## config.mk

```make
export PLATFORM = sky130hd
export DESIGN_NAME = multicycle_ctr
export DESIGN_NICKNAME = d
export VERILOG_FILES = /design/src/rtl/multicycle_ctr.sv
export SDC_FILE = /design/constraint.sdc
export NUM_CORES = 1
export LEC_CHECK = 0
export BUFFER_PORTS_ARGS = -buffer_cell sky130_fd_sc_hd__buf_2
export CAP_MARGIN = 20
export CORE_MARGIN = 10
export CORE_UTILIZATION = 46
export CTS_CLUSTER_SIZE = 8
export DETAILED_ROUTE_END_ITERATION = 6
export PLACE_DENSITY = 0.76
export SYNTH_ARGS = -nofsm -noshare
export SYNTH_HDL_FRONTEND = slang
export SYNTH_SLANG_ARGS = --single-unit
```

## constraint.sdc

```tcl
create_clock -name clk -period 1.95 [get_ports clk]
set_input_delay 0.39 -clock clk [delete_from_list [all_inputs] [get_ports clk]]
set_output_delay 0.39 -clock clk [all_outputs]
set_load 0.05 [all_outputs]
```

## src/rtl/multicycle_ctr.sv

```systemverilog
// multicycle_ctr: Moore FSM sequencing a multi-cycle MIPS datapath, with retired-instruction counter
module multicycle_ctr #(
  parameter int CNT_W = 32
) (
  input  logic             clk,
  input  logic             reset,
  input  logic [5:0]       opCode,
  input  logic             mem_ready,
  output logic             PCWrite,
  output logic             PCWriteCond,
  output logic             IorD,
  output logic             MemRead,
  output logic             MemWrite,
  output logic             IRWrite,
  output logic             MemToReg,
  output logic             RegDst,
  output logic             RegWrite,
  output logic             ALUSrcA,
  output logic [1:0]       ALUSrcB,
  output logic [1:0]       ALUop,
  output logic [1:0]       PCSource,
  output logic             illegal_op,
  output logic [3:0]       state,
  output logic [CNT_W-1:0] retired
);
  typedef enum logic [3:0] {
    FETCH  = 4'd0,  DECODE = 4'd1,  MEMADR = 4'd2,  MEMRD  = 4'd3,
    MEMWB  = 4'd4,  MEMWR  = 4'd5,  RTEXE  = 4'd6,  RTWB   = 4'd7,
    BEQ    = 4'd8,  JMP    = 4'd9,  ADDIEX = 4'd10, ADDIWB = 4'd11
  } state_t;
  localparam logic [5:0] OP_R = 6'b000000, OP_LW = 6'b100011, OP_SW = 6'b101011;
  localparam logic [5:0] OP_BEQ = 6'b000100, OP_J = 6'b000010, OP_ADDI = 6'b001000;
  state_t           state_q, state_d;
  logic [CNT_W-1:0] retired_q, retired_d;
  logic             retire;
  // next state; unreachable encodings fall back to FETCH
  always_comb begin
    state_d = FETCH;
    case (state_q)
      FETCH:   state_d = mem_ready ? DECODE : FETCH;
      DECODE:  state_d = (opCode == OP_LW || opCode == OP_SW) ? MEMADR :
                         opCode == OP_R    ? RTEXE  :
                         opCode == OP_BEQ  ? BEQ    :
                         opCode == OP_J    ? JMP    :
                         opCode == OP_ADDI ? ADDIEX : FETCH;
      MEMADR:  state_d = opCode == OP_SW ? MEMWR : MEMRD;
      MEMRD:   state_d = mem_ready ? MEMWB : MEMRD;
      MEMWR:   state_d = mem_ready ? FETCH : MEMWR;
      RTEXE:   state_d = RTWB;
      ADDIEX:  state_d = ADDIWB;
      default: state_d = FETCH;
    endcase
  end
  // an instruction retires on the edge that leaves its final state
  always_comb begin
    retire = state_q == MEMWB || state_q == RTWB || state_q == BEQ || state_q == JMP ||
             state_q == ADDIWB || (state_q == MEMWR && mem_ready);
    retired_d = retire ? retired_q + CNT_W'(1) : retired_q;
  end
  // state and counter registers; reset overrides everything
  always_ff @(posedge clk) begin
    if (reset) begin
      state_q   <= FETCH;
      retired_q <= '0;
    end else begin
      state_q   <= state_d;
      retired_q <= retired_d;
    end
  end
  // Moore decode of datapath controls; PC/IR loads and illegal_op are masked during reset
  always_comb begin
    PCWrite     = !reset && ((state_q == FETCH && mem_ready) || state_q == JMP);
    PCWriteCond = state_q == BEQ;
    IorD        = state_q == MEMRD || state_q == MEMWR;
    MemRead     = state_q == FETCH || state_q == MEMRD;
    MemWrite    = state_q == MEMWR;
    IRWrite     = !reset && state_q == FETCH && mem_ready;
    MemToReg    = state_q == MEMWB;
    RegDst      = state_q == RTWB;
    RegWrite    = state_q == MEMWB || state_q == RTWB || state_q == ADDIWB;
    ALUSrcA     = state_q == MEMADR || state_q == RTEXE || state_q == BEQ || state_q == ADDIEX;
    ALUSrcB     = state_q == FETCH  ? 2'b01 :
                  state_q == DECODE ? 2'b11 :
                  (state_q == MEMADR || state_q == ADDIEX) ? 2'b10 : 2'b00;
    ALUop       = state_q == RTEXE ? 2'b10 : state_q == BEQ ? 2'b01 : 2'b00;
    PCSource    = state_q == JMP ? 2'b10 : state_q == BEQ ? 2'b01 : 2'b00;
    illegal_op  = !reset && state_q == DECODE && state_d == FETCH;
  end
  assign state   = state_q;
  assign retired = retired_q;
endmodule

```

==> metrics.md <==
| Metric | Value |
|---|---|
| RSZ-0062 raised after global routing | yes |
| Clock Sinks | 36 |
| Routability-driven placement congestion ratio | 0.872 |
| Iteration count of the initial detailed-routing pass | 4 |
| Design area | roughly 3000 um^2 |
| Final Cycle Share | 101% |
| Syn_nets | 270 |
| Post-detail-place hpwl | roughly 4400 um |
| Worst path cell trace | buf_6, or2_4, nor2_4, and3_4, or2_4, buf_8 |
| CTS tree | built |
| Number of diodes | 0 |
| R2R cell count | 6 |
| Cell row count | 24 |
| Worst stage delay on the critical path | between 0.3 and 0.4 ns |
| Initial antenna violation count | 0 |
| Vias in the first global route | 2,073 |
| Rel. slew slack | between 70% and 80% |
| PortBufs | 61 |
| Layout area overhead | 49.9% |
| Starting Density | between 40% and 50% |
| Synthesized area | 2030 um^2 |
| R2r startpoint | state[0] |
| Core area | around 4300 um^2 |
| Die X | approximately 86 um |
| Pwr Total | about 1.5 mW |
| # setup viols final | 1 |
| DR WL/cell | ~15 um |
| Hold Crit Class | reg -> reg |
| Dominant combinational cell family by area after synthesis | simple AND/OR/NAND/NOR gates |
| P per Cell Area | around 490 nW/um^2 |
| Async set-reset flop share out of synthesis | 0% |
| Post-synthesis cell count | 260 |
| Worst hold path stage count | 2 |
| Crit Path Category | reg -> out |
| Hold violation total from the final report | 0 |
| Clk_lat worst skew | between 0.2 and 0.3 ns |
| Critical Path AT | around 1.6 ns |
| CTS H-tree depth | 2 |
| Final WL | between 6000 and 7000 um |
| Critical path's slowest cell | dfxtp_4 |
| Post-route DRC | 0 |
| Hold path startpoint | retired[21] |
| Post-Synth Adder-Cell Area | less than 1% |
| DP Area | between 2000 and 3000 um^2 |
| Xor/xnor share of the synthesized area | about 8.2% |
| CTS Buf Count | 5 |
| Status | complete, but fails checks |
| Skew final | 0.00689 ns |
| Largest net degree at the start of global routing | 26 |
| First-pass GRT wire length | between 9000 and 10,000 um |
| Io pins | 62 |
| Die H | about 86 um |
| Primary FF master, synth | dfxtp_1 |
| Synth Area per Inst | just under 8 um^2 |
| Final #Nets | between 300 and 400 |
| Worst Path Max Fanout | 4 |
| WHS Endpoint | retired[21] |
| MaxCap Viol Count | 0 |
| Crit path required time | between 1.5 and 2 ns |
| Post-synthesis mux area share | less than 1% |
| Util after Layout | between 70% and 80% |
| Hold slack | 0.508 ns |
| Post-synth top area cell | dfxtp_1 |
| Worst reg2reg path endpoint | retired[29] |
| EDFF count, synth | 0 |
| Element type at the critical path end | primary output |
| Vias/cell | approximately 5.7 |
| Simple-gate share of the synthesized area | 36.5% |
| Yosys warns | 0 |
| CP most frequent cell | or2_4 |
| Tot GR Track Use | between 10% and 20% |
| CP Launch Type | flip-flop |
| Clock slew seen by the registers of the worst setup and hold paths | 0.07 ns |
| Compound-Gate Fraction of Synth Area | 13.6% |
| Seq/Total Area, Yosys | between 30% and 40% |
| FMAX | 0.509 GHz |
| Layout cell share with drive strength beyond 1 | between 40% and 50% |
| Root Driver | clkbuf_8 |
| Place WS | -0.00262 ns |
| Deepest clock path buffer count | 2 |
| Synth unique cells | 42 |
| Top cell type's share of synthesized area | 35.6% |
| Min Tclk post-route | ~2 ns |
| Violated checks | negative setup slack |
| Leakage power | roughly 1.2 nW |
| Worst-margin pin slew | between 0.4 and 0.5 ns |
| R2R setup slack | around 0.040 ns |
| GRT overflow | 0 |
| Flops & latches, synth | 36 |
| Via count | ~2,300 |
| Die area | between 7000 and 8000 um^2 |
| Final WS setup | -0.0134 ns |
| Peak supply drop | about 0.25 mV |
| Synth area leaders | dfxtp_1 36%, nor2_1 6.7%, a21oi_1 4.7% |
| Slew Limit Fails | 0 |
| Iter 0 DRT Violations | around 140 |
| ANT nets after route | 0 |
| Crit path from | state[3] |
==> per-layer routing <==
layer	vias up	share of wire, %	wire length [um]	global-route usage, %
met3	6	7.7	468	5.07
met2	76	49	2980	25.0
met1	1052	42	2540	18.5
li1	1117	-	-	-
met4	0	1.1	67	4.42
met5	-	0	0	0
==> kinds of logic (layout without fill, tap and decap cells) <==
logic type                 after synthesis  in the layout
muxes                                    1              1
AOI/OAI and AO/OA                       46             46
DFF                                     36             36
xor gates and xnor gates                19             19
buffers and inverters                   21            107
and+or+nand+nor                        136            136
adders and majority gates                1              1
==> layout by cell type (no fill, tap or decap), types with 5 or more instances in the layout <==
master / instances
a21oi_1: 13
a21oi_2: 5
buf_2: 50
buf_4: 29
buf_6: 9
clkbuf_8: 7
dfxtp_1: 17
dfxtp_2: 16
inv_1: 6
nand2_1: 14
nand3_1: 11
nand4_1: 14
nor2_1: 29
nor3_1: 8
nor3_4: 5
o21ai_0: 10
or3_1: 10
xnor2_1: 10
xor2_1: 9
==> critical path, delay by kind of cell, from the launching register on <==
family | cells | cell delay (ns)
buffers and inverters | 2 | 0.26
flip-flops | 1 | 0.36
AND/OR/NAND/NOR | 4 | 0.67
==> synthesized netlist by cell type, types with 9 or more instances <==
master,count
clkbuf_1,10
a21oi_1,19
nand3_1,11
o21ai_0,13
xnor2_1,10
dfxtp_1,36
nand2_1,15
nor2_1,36
xor2_1,9
or3_1,11
nand4_1,14
nor3_1,16
==> layout make-up <==
cell class | count | area [um^2]
Timing Repair Buffer | 93 | 652
Multi-Input combinational cell | 203 | 1450
Clock buffer | 8 | 100
Fill cell | 353 | 1280
Sequential cell | 36 | 752
Tap cell | 52 | 65.1
Inverter | 6 | 22.5
==> report_power, final <==
| group | total (mW) | leakage, nW | switching [mW] | internal, mW |
|---|---|---|---|---|
| sequential | 0.738 | 0.301 | 0.00361 | 0.734 |
| combinational | 0.178 | 0.842 | 0.109 | 0.0696 |
| clock | 0.571 | 0.0515 | 0.249 | 0.322 |
| total | 1.49 | 1.19 | 0.361 | 1.13 |
==> sequential cells by signal (all words and copies together) (netlist names) <==
name	cells
retired	32
state	4
==> per-stage QoR <==
stage / std cells / setup TNS [ns]
after floorplan: 260 / -0.223
after global placement: 382 / 0
after detailed placement: 382 / -0.00262
after CTS: 394 / -0.0183
after global routing: 398 / -0.275
final: 398 / -0.0134
==> worst max path at each step <==
| stage | slack [ns] | depth (start not counted) | to |
|---|---|---|---|
| 2_1_floorplan | -0.10 | 7 | retired[12] |
| 3_3_place_gp | 0.06 | 6 | illegal_op |
| 3_5_place_dp | -0.003 | 7 | retired[29] |
| 4_1_cts | -0.02 | 6 | PCWrite |
| 5_1_grt | -0.07 | 6 | retired[28] |
| 6_report | -0.01 | 6 | PCWrite |
==> what timing repair did <==
action | 4_1_cts | 5_1_grt
endpoints found under the setup margin | 11 | 27
hold buffers | 0 | 0
buffers inserted | 4 | 3
resized for setup | 25 | 31
pin swaps | 0 | 14
cloned | 0 | 1
(Power assumes the default switching activity.)
